### src/rtl/mem_pkg.sv
// Shared definitions for the data-memory responder: FSM states, widths, defaults.
package mem_pkg;

   localparam int DATA_W    = 32;
   localparam int CNT_W     = 4;
   localparam int DEPTH_DEF = 64;

   typedef enum logic [1:0] {
      IDLE = 2'd0,
      WAIT = 2'd1,
      DONE = 2'd2
   } state_t;

endpackage

### src/rtl/mem_array.sv
// Single-port word RAM: synchronous write, registered read (read-before-write on a shared address).
module mem_array
   import mem_pkg::*;
#(
   parameter int DEPTH = DEPTH_DEF,
   parameter int AW    = $clog2(DEPTH)
) (
   input  logic              clk,
   input  logic              we,
   input  logic [AW-1:0]     addr,
   input  logic [DATA_W-1:0] wdata,
   output logic [DATA_W-1:0] rdata
);

   logic [DATA_W-1:0] mem_q [DEPTH];
   logic [DATA_W-1:0] rdata_q;

   // No reset: array contents survive a controller reset.
   always_ff @(posedge clk) begin
      if (we) begin
         mem_q[addr] <= wdata;
      end
      rdata_q <= mem_q[addr];
   end

   assign rdata = rdata_q;

endmodule

### src/rtl/data_mem_responder.sv
// Wait-stated data-memory responder: accepts one access in IDLE, completes it with a Ready pulse.
// Optional MISALIGN_CHECK_EN: treat Addr[1:0]!=0 as a faulted access.
module data_mem_responder
   import mem_pkg::*;
#(
   parameter int WAIT_CYCLES = 2,
   parameter int DEPTH       = DEPTH_DEF
) (
   input  logic              clk,
   input  logic              reset,
   input  logic              MemRead,
   input  logic              MemWrite,
   input  logic [31:0]       Addr,
   input  logic [31:0]       WriteData,
   output logic [31:0]       ReadData,
   output logic              Ready,
   output logic              Busy,
   output logic              Err
);

   localparam int               AW         = $clog2(DEPTH);
   localparam logic [CNT_W-1:0] WAIT_LD    = CNT_W'(WAIT_CYCLES);
   localparam logic [31:0]      ADDR_LIMIT = 32'(DEPTH * 4);

   state_t              state_q, state_d;
   logic [CNT_W-1:0]    cnt_q, cnt_d;
   logic [AW-1:0]       addr_q, addr_d;
   logic [DATA_W-1:0]   wdata_q, wdata_d;
   logic                rd_q, rd_d;
   logic                wr_q, wr_d;
   logic                fault_q, fault_d;
   logic [DATA_W-1:0]   rdata_q, rdata_d;

   logic                req_fault;
   logic                misalign;
   logic [AW-1:0]       ram_addr;
   logic                ram_we;
   logic [DATA_W-1:0]   ram_rdata;

`ifdef MISALIGN_CHECK_EN
   assign misalign = (Addr[1:0] != 2'b00);
`else
   assign misalign = 1'b0;
`endif

   // Both strobes high is a fault of its own: it neither reads nor writes.
   assign req_fault = (MemRead & MemWrite) | (Addr >= ADDR_LIMIT) | misalign;

   // The RAM reads the live address on the accept edge so data is ready even with zero wait states.
   assign ram_addr = (state_q == IDLE) ? Addr[AW+1:2] : addr_q;
   assign ram_we   = (state_q == DONE) & wr_q & ~fault_q & ~reset;

   mem_array #(
      .DEPTH (DEPTH),
      .AW    (AW)
   ) u_mem_array (
      .clk   (clk),
      .we    (ram_we),
      .addr  (ram_addr),
      .wdata (wdata_q),
      .rdata (ram_rdata)
   );

   always_comb begin
      state_d = state_q;
      cnt_d   = cnt_q;
      addr_d  = addr_q;
      wdata_d = wdata_q;
      rd_d    = rd_q;
      wr_d    = wr_q;
      fault_d = fault_q;
      rdata_d = rdata_q;
      case (state_q)
         IDLE: begin
            if (MemRead | MemWrite) begin
               addr_d  = Addr[AW+1:2];
               wdata_d = WriteData;
               rd_d    = MemRead & ~MemWrite;
               wr_d    = MemWrite & ~MemRead;
               fault_d = req_fault;
               if (WAIT_CYCLES == 0) begin
                  state_d = DONE;
                  cnt_d   = '0;
               end else begin
                  state_d = WAIT;
                  cnt_d   = WAIT_LD;
               end
            end
         end
         WAIT: begin
            cnt_d = cnt_q - CNT_W'(1);
            if (cnt_q <= CNT_W'(1)) begin
               state_d = DONE;
               cnt_d   = '0;
            end
         end
         DONE: begin
            state_d = IDLE;
            if (rd_q) begin
               rdata_d = fault_q ? '0 : ram_rdata;
            end
         end
         default: begin
            state_d = IDLE;
         end
      endcase
   end

   always_ff @(posedge clk) begin
      if (reset) begin
         state_q <= IDLE;
         cnt_q   <= '0;
         addr_q  <= '0;
         wdata_q <= '0;
         rd_q    <= 1'b0;
         wr_q    <= 1'b0;
         fault_q <= 1'b0;
         rdata_q <= '0;
      end else begin
         state_q <= state_d;
         cnt_q   <= cnt_d;
         addr_q  <= addr_d;
         wdata_q <= wdata_d;
         rd_q    <= rd_d;
         wr_q    <= wr_d;
         fault_q <= fault_d;
         rdata_q <= rdata_d;
      end
   end

   // A reset arriving in the DONE cycle suppresses the completion pulse as well as the write.
   assign Ready    = (state_q == DONE) & ~reset;
   assign Err      = Ready & fault_q;
   assign Busy     = (state_q != IDLE);
   assign ReadData = rdata_q;

endmodule

### config.mk
export PLATFORM = sky130hd
export DESIGN_NAME = data_mem_responder
export DESIGN_NICKNAME = d
export VERILOG_FILES = /design/src/rtl/mem_pkg.sv /design/src/rtl/mem_array.sv /design/src/rtl/data_mem_responder.sv
export SDC_FILE = /design/constraint.sdc
export NUM_CORES = 2
export LEC_CHECK = 0
export ABC_AREA = 1
export BUFFER_PORTS_ARGS = -buffer_cell sky130_fd_sc_hd__buf_2
export CORE_ASPECT_RATIO = 1.4
export CORE_MARGIN = 2
export CORE_UTILIZATION = 42
export DETAILED_ROUTE_END_ITERATION = 12
export MAX_ROUTING_LAYER = met4
export PLACE_DENSITY = 0.65
export SLEW_MARGIN = 10
export SYNTH_ARGS = -nofsm -noshare
export SYNTH_HDL_FRONTEND = slang
export SYNTH_SLANG_ARGS = --single-unit
### constraint.sdc
create_clock -name clk -period 6.5 [get_ports clk]
set_clock_uncertainty 0.05 [all_clocks]
set_input_delay 1.3 -clock clk [delete_from_list [all_inputs] [get_ports clk]]
set_output_delay 1.3 -clock clk [all_outputs]
set_load 0.01 [all_outputs]
==> metrics.txt <==
status=completed; Max Root-Sink Buffers=4; Initial Utilization=42.3%; FMAX=0.236 GHz; global-route wire length before repair=400000 um; die area=220000 um2; CP arrival=4870 ps; M2 GR Usage=40.3%; CTS root buf=clkbuf_16; Slew headroom=21.7%; DR iter-0 viols=7701; share of layout cells above drive strength 1=7.87%; post-CTS sizing=0; Yosys top cell area share=67.8%; post-synth cell types=28; mux cell area share after synthesis=0%; Adder-Cell Fraction of Synth Area=0.0276%; Worst path max stage delay=660 ps; final std cells w/o fill=11900; worst-path maximum fanout=84; XOR/XNOR Fraction of Synth Area=0%; WL per Instance=23.0 um; minimum clock period=4240 ps; Leak Pwr=0.0417 uW; vias=64600; worst path cell trace=inv_2, nand2_2, nand2_4, nand2_4, buf_12, buf_12, nand2_1, nand2_1, nand2_1, nand2_1, nand2_1, nand2_1, nand2_1, nand2_1, nor2_1, nand2_1; Fin. Hold Viols=0; busiest grt layer=met2; dpl hpwl=144000 um; kind of critical path=flop to flop; RSZ-0062 raised after global routing=no; Top FF cell, synth=edfxtp_1; post-route ant nets=0; slowest CP cell=nor2_1; final WL=274000 um; fraction of the mapped netlist area in simple logic gates=26.4%; Post-Syn Instances=8935; clock sink count=2159; asr flop ratio synth=0%; H-tree depth=4; Tcrit/Tclk final=65.2%; placed cells=11600; Slew Limit Fails=0; Final Util=47.2%; post-synth top area cell=edfxtp_1; Skew-Pair Late Insertion Delay=860 ps; gpl congestion=0.865; Worst EP required=7130 ps; total setup buffers inserted after CTS=0; Setup crit end kind=flop; GRT overflow=0; initial antenna violation count=10; total power=35800 uW; Critical Path Start Type=flop; drt pass-1 iters=6; total track usage=25.1%; via/cell ratio=5.42; max_cap viols=0; Die W=397 um; total core area=215000 um2; synth warn=0; syn_nets=9005; standard-cell rows=201; area grow syn2layout=11.5%; GRT met3 Usage=3.22%; CTS Buf Count=198; Compound-Gate Fraction of Synth Area=0.531%; Post-synth EDFFs=2048; nets=8990; most frequent cells after synthesis=nand2_1 (5183), edfxtp_1 (2048), nand3_1 (714), buf_2 (212), clkbuf_1 (201); clk slew on worst S/H paths=60 ps; Synth Register Bits=2159; I/O pin cnt=103; worst vdd ir=0.230 mV; # DRC=0; Worst-Margin Slew=1170 ps; Post-Syn Area=90800 um2; count of input and output buffers=100; CP dominant cell by count=nand2_1; pwr dens=354 nW/um2; setup TNS=0 ps; syn avg cell area=10.2 um2; met1 usage=31.5%; Die H=554 um; largest net degree at the start of global routing=191; Hold WS=410 ps; vias in the first global route=61400; Seq/Total Area, Yosys=70.2%; fill count=19100; top cells by area, synth=edfxtp_1 (68%), nand2_1 (21%), nand3_1 (3.9%), dfxtp_1 (2.4%), buf_2 (1.2%); largest family of logic cells by synthesized area=simple AND/OR/NAND/NOR gates; HP Class=flop to flop; Hold Buf Count CTS=0; CTS tree=yes; setup violators final=0; cell with the most instances after synthesis=nand2_1
## cell families after synthesis
group,count (synthesis)
buffers and inverters,586
adder cells (fa/ha/maj),2
AO/OA/AOI/OAI,93
AND/OR/NAND/NOR,6095
flip-flops,2159
## layer usage
metal	share of wire (%)	wire, um	vias up
met2	48	131000	3330
li1	-	-	29400
met3	8.9	24400	556
met5	0	0	-
met1	38	104000	31300
met4	5.3	14600	0
## layout by cell type, fill, tap and decap left out, types with 3 or more instances in the layout
cell type | Yosys | routed
nand2_1 | 5183 | 5173
nor3_1 | 6 | 4
buf_2 | 212 | 99
nor3_2 | 8 | 3
nand4_1 | 33 | 33
inv_1 | 51 | 50
clkinvlp_4 | 0 | 8
buf_4 | 26 | 181
inv_2 | 12 | 13
nor4_1 | 6 | 6
clkbuf_1 | 201 | 39
nor2_4 | 0 | 61
clkinv_2 | 0 | 34
nor2_1 | 137 | 75
nor3_4 | 1 | 8
dfxtp_1 | 111 | 79
nand2_4 | 0 | 9
nand3_1 | 714 | 714
edfxtp_1 | 2048 | 2048
bufinv_16 | 0 | 16
o21ai_0 | 12 | 11
inv_6 | 0 | 4
clkbuf_8 | 0 | 6
diode_2 | 0 | 9
a21oi_1 | 76 | 76
clkinv_1 | 0 | 43
clkbuf_16 | 0 | 199
dfxtp_2 | 0 | 32
o21ai_2 | 3 | 3
buf_12 | 0 | 28
## metrics by stage
stage	setup WS, ps	area, um2
2_1_floorplan	1470	90800
3_3_place_gp	1810	95000
6_report	2260	101000
5_1_grt	2160	101000
4_1_cts	2370	101000
3_5_place_dp	1800	95000
## power by group
| group | switching, uW | internal [uW] | leakage, uW |
|---|---|---|---|
| registers | 111 | 15700 | 0.0197 |
| logic | 6670 | 1980 | 0.0189 |
| clock network | 5080 | 6320 | 0.00301 |
| total | 11900 | 24000 | 0.0417 |
## critical path: cells and delay by family, from the launching register on
kind | cells | cell delay, ps
buf+inv | 3 | 660
flops | 1 | 340
simple gates | 13 | 2860
## final timing paths
path | cells past startpoint | slack (ps) | start | endpoint
worst max-delay path | 16 | 2260 | state_q[1] | u_mem_array.rdata[13]
worst min-delay path | 2 | 410 | wdata_q[28] | wdata_q[28]
worst max register to register | 16 | 2260 | state_q[1] | u_mem_array.rdata[13]
worst min register to register | 2 | 410 | wdata_q[28] | wdata_q[28]
## sequential cells by signal, summed over array words and instances (netlist names)
name,cells
wdata_q,32
wr_q,1
u_mem_array.rdata,32
ReadData,32
cnt_q,4
fault_q,1
rd_q,1
u_mem_array.mem_q,2048
state_q,2
addr_q,6
## layout make-up
| type | count | area, um2 | area share [%] |
|---|---|---|---|
| clock inverter | 109 | 957 | 0.946 |
| timing repair buffer | 308 | 2410 | 2.39 |
| antenna | 9 | 22.5 | 0.0222 |
| clock buffer | 244 | 5210 | 5.15 |
| tap | 2842 | 3560 | 3.51 |
| inverter | 63 | 236 | 0.234 |
| sequential | 2159 | 63800 | 63.0 |
| multi-input combinational | 6190 | 25100 | 24.8 |
No activity file was read; power rests on OpenSTA's default activity.
